**src/rtl/fft_input_reorder.sv**
```systemverilog
// fft_input_reorder
//   Collects natural-order complex samples into one of two ping-pong banks and,
//   once a bank holds a full frame, streams it out as radix-2 butterfly operand
//   pairs in bit-reversed order: pair k carries A = x[bitrev(2k)] and
//   B = x[bitrev(2k)+N/2].
//
//   Each bank is split into a low half (addresses 0..N/2-1) and a high half
//   (N/2..N-1). bitrev(2k) always has its MSB clear, so A always lives in the
//   low half and B in the high half at the same offset, which is bitrev(k)
//   over LOG2N-1 bits. That gives one read per half per cycle.
//
// Ports
//   clk, rst_n                      clock, synchronous active-low reset
//   in_re, in_im, in_valid          natural-order input sample
//   in_ready                        sample accepted when in_valid && in_ready
//   out_a_re/im, out_b_re/im        butterfly operand pair
//   out_valid, out_ready            pair handshake
//   out_first, out_last, out_idx    pair 0 / pair N/2-1 markers, pair index k
module fft_input_reorder #(
  parameter int WIDTH = 16,
  parameter int N     = 64,
  localparam int LOG2N = $clog2(N)
) (
  input  logic                    clk,
  input  logic                    rst_n,
  input  logic signed [WIDTH-1:0] in_re,
  input  logic signed [WIDTH-1:0] in_im,
  input  logic                    in_valid,
  output logic                    in_ready,
  output logic signed [WIDTH-1:0] out_a_re,
  output logic signed [WIDTH-1:0] out_a_im,
  output logic signed [WIDTH-1:0] out_b_re,
  output logic signed [WIDTH-1:0] out_b_im,
  output logic                    out_valid,
  input  logic                    out_ready,
  output logic                    out_first,
  output logic                    out_last,
  output logic [LOG2N-2:0]        out_idx
);

  localparam int KW   = LOG2N - 1;
  localparam int HALF = N / 2;

  typedef enum logic {IDLE, RUN} rd_state_t;

  // Storage indexed by {bank, offset-within-half}.
  logic [2*WIDTH-1:0] mem_lo [N];
  logic [2*WIDTH-1:0] mem_hi [N];

  logic             wr_bank;
  logic [LOG2N-1:0] wr_addr;
  logic [1:0]       full;
  logic             rd_bank;
  logic [KW-1:0]    rd_k;
  rd_state_t        state;
  logic             out_bank;

  logic             accept;
  logic             wr_last;
  logic             load;
  logic             k_last;
  logic [1:0]       set_vec;
  logic [1:0]       clr_vec;
  logic [KW-1:0]    rd_off;
  logic [2*WIDTH-1:0] rd_lo;
  logic [2*WIDTH-1:0] rd_hi;

  function automatic logic [KW-1:0] bitrev_k(input logic [KW-1:0] k);
    logic [KW-1:0] r;
    for (int i = 0; i < KW; i++) r[i] = k[KW-1-i];
    return r;
  endfunction

  assign in_ready = rst_n && !full[wr_bank];
  assign accept   = in_valid && in_ready;
  assign wr_last  = (wr_addr == LOG2N'(N-1));
  assign load     = (state == RUN) && (!out_valid || out_ready);
  assign k_last   = (rd_k == KW'(HALF-1));
  assign rd_off   = bitrev_k(rd_k);
  assign rd_lo    = mem_lo[{rd_bank, rd_off}];
  assign rd_hi    = mem_hi[{rd_bank, rd_off}];

  always_comb begin
    set_vec = '0;
    clr_vec = '0;
    if (accept && wr_last) set_vec[wr_bank] = 1'b1;
    // A bank is released when its final pair leaves the output register.
    if (out_valid && out_ready && out_last) clr_vec[out_bank] = 1'b1;
  end

  // ---- write stage: sample into bank half selected by address MSB ----
  always_ff @(posedge clk) begin
    if (accept) begin
      if (!wr_addr[LOG2N-1]) mem_lo[{wr_bank, wr_addr[KW-1:0]}] <= {in_re, in_im};
      else                   mem_hi[{wr_bank, wr_addr[KW-1:0]}] <= {in_re, in_im};
    end
  end

  // ---- control and output register stage ----
  always_ff @(posedge clk) begin
    if (!rst_n) begin
      wr_bank   <= 1'b0;
      wr_addr   <= '0;
      full      <= '0;
      rd_bank   <= 1'b0;
      rd_k      <= '0;
      state     <= IDLE;
      out_bank  <= 1'b0;
      out_valid <= 1'b0;
      out_first <= 1'b0;
      out_last  <= 1'b0;
      out_idx   <= '0;
      out_a_re  <= '0;
      out_a_im  <= '0;
      out_b_re  <= '0;
      out_b_im  <= '0;
    end else begin
      full <= (full | set_vec) & ~clr_vec;

      if (accept) begin
        wr_addr <= wr_addr + LOG2N'(1);
        // Always flip; in_ready stays low until the new target bank frees up.
        if (wr_last) wr_bank <= ~wr_bank;
      end

      // Banks fill and drain in the same 0,1,0,1 order, so the reader only
      // ever needs to look at rd_bank (or its partner when finishing a frame).
      case (state)
        IDLE: if (full[rd_bank]) state <= RUN;
        RUN: begin
          if (load) begin
            if (k_last) begin
              rd_bank <= ~rd_bank;
              rd_k    <= '0;
              // Counting a bank that completes on this same edge avoids a bubble.
              if (!(full[~rd_bank] || set_vec[~rd_bank])) state <= IDLE;
            end else begin
              rd_k <= rd_k + KW'(1);
            end
          end
        end
        default: state <= IDLE;
      endcase

      if (load) begin
        out_valid <= 1'b1;
        out_first <= (rd_k == '0);
        out_last  <= k_last;
        out_idx   <= rd_k;
        out_bank  <= rd_bank;
        out_a_re  <= rd_lo[2*WIDTH-1:WIDTH];
        out_a_im  <= rd_lo[WIDTH-1:0];
        out_b_re  <= rd_hi[2*WIDTH-1:WIDTH];
        out_b_im  <= rd_hi[WIDTH-1:0];
      end else if (out_valid && out_ready) begin
        out_valid <= 1'b0;
        out_first <= 1'b0;
        out_last  <= 1'b0;
      end
    end
  end

endmodule

```
**config.mk**
```make
export PLATFORM = sky130hd
export DESIGN_NAME = fft_input_reorder
export DESIGN_NICKNAME = d
export VERILOG_FILES = /design/src/rtl/fft_input_reorder.sv
export SDC_FILE = /design/constraint.sdc
export NUM_CORES = 2
export LEC_CHECK = 0
export BUFFER_PORTS_ARGS = -buffer_cell sky130_fd_sc_hd__buf_2
export CAP_MARGIN = 20
export CORE_UTILIZATION = 39
export CTS_CLUSTER_DIAMETER = 50
export CTS_CLUSTER_SIZE = 30
export DETAILED_ROUTE_END_ITERATION = 8
export PLACE_DENSITY = 0.56
export SYNTH_ARGS = -nofsm -noshare
export SYNTH_HDL_FRONTEND = slang
export SYNTH_SLANG_ARGS = --single-unit
```
**constraint.sdc**
```tcl
create_clock -name clk -period 3.99 [get_ports clk]
set_input_delay 0.5985 -clock clk [delete_from_list [all_inputs] [get_ports clk]]
set_output_delay 0.5985 -clock clk [all_outputs]
set_load 0.02 [all_outputs]
```
# Yosys cells after proc, flatten, opt, wreduce, memory -nomap -nowiden
# Memories as Yosys holds them, arrays and structs flattened. A register that Yosys moved wholly into a read port is not among the register bits.
# Cells that the tools add are included.
# word_totals
regBits	25
out_inout_bits	73
n_memories	2
elab_cells	78
ram_bits	4096
# memory_table
name	words	word_bits	rd	rd_ports_with_merged_regs	wr	line_no	rtl
mem_hi	64	32	1	1	1	48	logic [2*WIDTH-1:0] mem_hi [N];
mem_lo	64	32	1	1	1	47	logic [2*WIDTH-1:0] mem_lo [N];
# classes
magnitude_cmp	6
eq_ne	2
muxes	30
add_sub_neg	2
n_bitwise	6
reduce_logical	19
# ops
op	count
$mux 1	24
$logic_and 1x1->1	8
$lt 1x2->1 const B	4
$add 6x1->6 const B	1
$eq 6x6->1 const B	1
$add 5x1->5 const B	1
$eq 5x5->1 const B	1
$logic_not 5->1	1
$mux 5	1
$logic_not 1->1	4
$mux 2	2
$reduce_and 2->1	2
$not 1->1	3
$reduce_and 3->1	1
$and 2x2->2	1
$demux 1 s1	2
$ge 1x1->1 const B	2
$logic_or 1x1->1	2
$not 2->2	1
$or 2x2->2	1
$pmux 1 s2	1
$reduce_bool 2->1	1

# Logic depth before layout (Yosys ltp)
# depth
depth_word	14
mapped_depth	12
mapped_depth_nobuf	7

# Worst setup path before layout
# Ideal clock, no wire load.
# synth_timing
path_kind	reg-to-reg
start	register wr_bank
end	memory mem_lo[43][0] in the netlist's numbering, enable pin
setup_ps	421
stages_incl_launch_ff	7
n_path_buf	1
slack_ps	626
t_arrival_ps	2943
t_required_ps	3569
cell_sequence	dfxtp_1 clkbuf_1 mux2i_1 nand3_1 nor3_1 nand3_1 nor2_1
# synth_via
elab_chain_cells	7
# synth_rtl
element	line_no	rtl
start, declared	50	logic wr_bank;
start signal, assigned	123	if (wr_last) wr_bank <= ~wr_bank;
$mux 1 (implied by the code) (2 in a row)	74	assign in_ready = rst_n && !full[wr_bank];
$logic_not 1->1	74	
$logic_and 1x1->1	74	
$logic_and 1x1->1	75	assign accept = in_valid && in_ready;
$mux 1	93	if (accept) begin
$mux 1 (implied by the code)	94	if (!wr_addr[LOG2N-1]) mem_lo[{wr_bank, wr_addr[KW-1:0]}] <= {in_re, in_im};
end, declared	47	
# Several ways; a longest one is shown, not always the timed one. The select of a mux whose other input is x is not followed.

==> impl_metrics.ini <==
[placement]
placer_congestion_estimate = 0.825
detailed_place.area_um2 = 170000
portBuffers = 108
pre_cts_ws_ns = 0.285
half_perimeter_wire_length_of_the_detailed_placement_result_mm = 259

[pwr]
worst_ir_drop_vdd_v = 0.000387
p_per_area_nw_per_um2 = 479
power.leakage_uw = 0.0544
switchingPower_uw = 19200
switching_share_pct = 21.9
power.combinational.fraction_pct = 1.1
power.clock.fraction_pct = 43.9
sequentialPowerShare_pct = 55.0
total_power_uw = 87700
power_report.internal_total_uw = 68500

[setup_path]
critical_path_arrival_ns = 4.32
timing.critical_path.buf_inv = 2
kind_of_cell_with_the_highest_combined_delay_on_the_critical_path = simple AND/OR/NAND/NOR gates
chain_of_cells_forming_the_critical_path = buf_12 > buf_4 > mux4_2 > a22o_1 > nor4b_1 > or4_1 > nor3_1
critical_path.max_stage_delay_ns = 0.70
worst_setup_path_end_kind = flip-flop
timing.critical_path.required_ns = 4.77
timing_worst_setup_path_type = flip-flop to flip-flop
critical-path-slowest-cell = dfxtp_4
start_kind = flip-flop
crit_path_max_fanout = 33

[clock_network]
post_cts_resize_count = 0
cts_hold_repair.buffers = 1
clk_latency_ns = 0.95
clock_sinks = 4185
cts.root.buffer_cell = clkbuf_16
cts_buffers = 370
clockBufferDepth = 4
cts_tree = yes
cts-htree-levels = 5
cts_setup_buffers = 0
clk_transition_reported_paths_ns = 0.07

[global_route]
first_pass_grt_wire_length_mm = 622
grt_start_max_net_pins = 129
globalRouteOverflowTotal = 0
grt_util_all_layers_pct = 21.7
antenna_violations_before_repair = 35
via_count_of_the_first_global_routing_pass = 77600

[sta]
setup_tns_ns = 0
clock.fmax_mhz = 283
grt_setup_unrepaired = no
post-route-period-util_pct = 88.6
relSlewSlack_pct = 24.9
finalHoldViolCount = 0
setup_viol = 0
final_skew_ns = 0.0484
finalWorstPathRequiredPeriod_ns = 3.54
worstMarginPinSlew_ns = 1.13
finalWorstSetupSlack_ns = 0.453
drv_slew = 0
finalHoldWorstSlack_ns = 0.145

[detailed_routing]
drtPass1Iterations = 5
drt_iter0_markers = 9278
wl_per_cell_um = 34.3
remaining_drc_errors = 0
ant_nets_after_route = 0
routed_wirelength_mm = 448
vias_per_cell = 5.87
routed-via-count = 76700

[logic_synthesis]
synthesis.area_per_instance_um2 = 23.2
yosys.area.top_type_share_pct = 77.5
synth_cells = 6846
synth_flop_cell = edfxtp_1
ys_top_cells_by_area = edfxtp_1, mux4_2, dfxtp_1
yosys_warnings = 0
asyncSetResetFlopFracSynth_pct = 0
yosys_register_bits = 4185
synthDominantAreaCellType = edfxtp_1
synth_nets = 6886
synth_cell_types = 61
seq_area_frac_synth_pct = 78.6
synth.cell_area_um2 = 159000
number_of_synthesized_flops_with_an_enable_pin = 4096

[floorplan]
floorplan.die.width_um = 640
floorplan.initialDensity_pct = 39.3
die-height_um = 640
num_io_pins = 109
std_cell_rows = 233
design.die.area_um2 = 410000
core_um2 = 404000

[flow_run]
max_cap_viol = 0

[final_layout]
areaGrowthSynthToFinish_pct = 15.3
layout_cells_sized_above_1_pct = 31.3
finish.net_count = 7373
final_area_um2 = 183000

[min_path]
min-delay-path-class = input pin to flip-flop

[status]
status = finished, final reports clean
==> final cells by class <==
type | count | area, um2
clock buffers | 389 | 9520
diodes | 12 | 30.0
inverters | 8 | 35.0
repair buffers | 507 | 5390
well taps | 5405 | 6760
flip-flops and latches | 4185 | 125000
clock inverters | 293 | 3760
fillers | 33400 | 221000
multi-input cells | 2261 | 32800
==> routing by layer <==
layer | global-route usage [%] | wire length, um
met4 | 6.36 | 14500
met2 | 36.5 | 223000
met5 | 0 | 105
met3 | 2.97 | 30300
met1 | 29.6 | 180000
==> flip-flops by register name, indices dropped and copies added, names as in the netlist <==
| register | flops |
|---|---|
| mem_hi | 2048 |
| mem_lo | 2048 |
| out_a_im | 16 |
| out_a_re | 16 |
| out_b_im | 16 |
| out_b_re | 16 |
| wr_addr | 6 |
| out_idx | 5 |
| rd_k | 5 |
| full | 2 |
| out_bank | 1 |
| out_first | 1 |
| out_last | 1 |
| out_valid | 1 |
| rd_bank | 1 |
| state | 1 |
| wr_bank | 1 |
==> cells by family after synthesis <==
logic type / count (synthesis) / share of synthesized area [%]
flops: 4185 / 78.6
xor+xnor: 6 / 0.0331
compound gates: 537 / 2.41
buf+inv: 400 / 1.40
fa+ha+maj: 4 / 0.0315
simple gates: 523 / 1.64
mux: 1191 / 15.9
==> path summary, 6_finish.rpt <==
| path | from | end | slack, ns | cells past startpoint |
|---|---|---|---|---|
| worst max-delay path | rd_k[4] | out_b_im[5] | 0.45 | 7 |
| worst min register to register | out_idx[2] | out_idx[2] | 0.48 | 2 |
| worst min-delay path | in_im[2] | mem_hi[27][2] | 0.15 | 1 |
| worst max register to register | rd_k[4] | out_b_im[5] | 0.45 | 7 |
==> cell usage after synthesis (13+ instances only) <==
library cell,n
o221ai_1,38
or4_1,13
a221oi_1,64
nor3_1,39
buf_4,91
edfxtp_1,4096
a211oi_1,54
a21oi_1,39
buf_2,131
o21ai_0,68
buf_6,29
clkbuf_1,135
nor2_1,190
o21ai_1,29
o22a_1,18
mux4_2,1058
nand3_1,40
a22oi_1,58
nor2b_1,61
nand2_1,80
mux2_2,16
dfxtp_1,89
and3_1,18
or3_1,16
o22ai_1,84
mux2i_1,117
==> layout by cell type, fill, tap and decap left out, types with 20 or more instances in the layout <==
cell type,Yosys,final
buf_12,0,138
nor3_1,39,39
inv_6,0,57
dfxtp_1,89,85
nor2_1,190,60
buf_4,91,291
clkinvlp_4,0,20
a21oi_1,39,39
mux2i_1,117,117
bufinv_16,0,25
a22oi_1,58,58
a221oi_1,64,64
o221ai_1,38,38
inv_8,0,50
nor2_4,0,130
clkbuf_16,0,377
mux4_2,1058,1058
o22ai_1,84,84
nor2b_1,61,59
a211oi_1,54,54
nand2_1,80,79
buf_2,131,75
o21ai_0,68,68
nand3_1,40,28
edfxtp_1,4096,4096
clkinv_8,0,67
o21ai_1,29,29
==> power by group through the flow <==
stage / Combinational, uW / Sequential (uW) / Clock, uW
5_1_grt: 1030 / 48200 / 40600
3_5_place_dp: 980 / 49200 / 0
6_report: 965 / 48200 / 38500
2_1_floorplan: 59.4 / 49200 / 0
3_3_place_gp: 913 / 49200 / 0
4_1_cts: 978 / 48200 / 39100
==> metrics by stage <==
stage | instances | utilization (%)
2_1_floorplan | 6846 | -
3_3_place_gp | 12400 | 42.0
3_5_place_dp | 12400 | 42.0
4_1_cts | 13000 | 45.3
5_1_grt | 13100 | 45.3
6_report | 13100 | 45.3
Note: power is estimated with default switching activity, not from simulation.
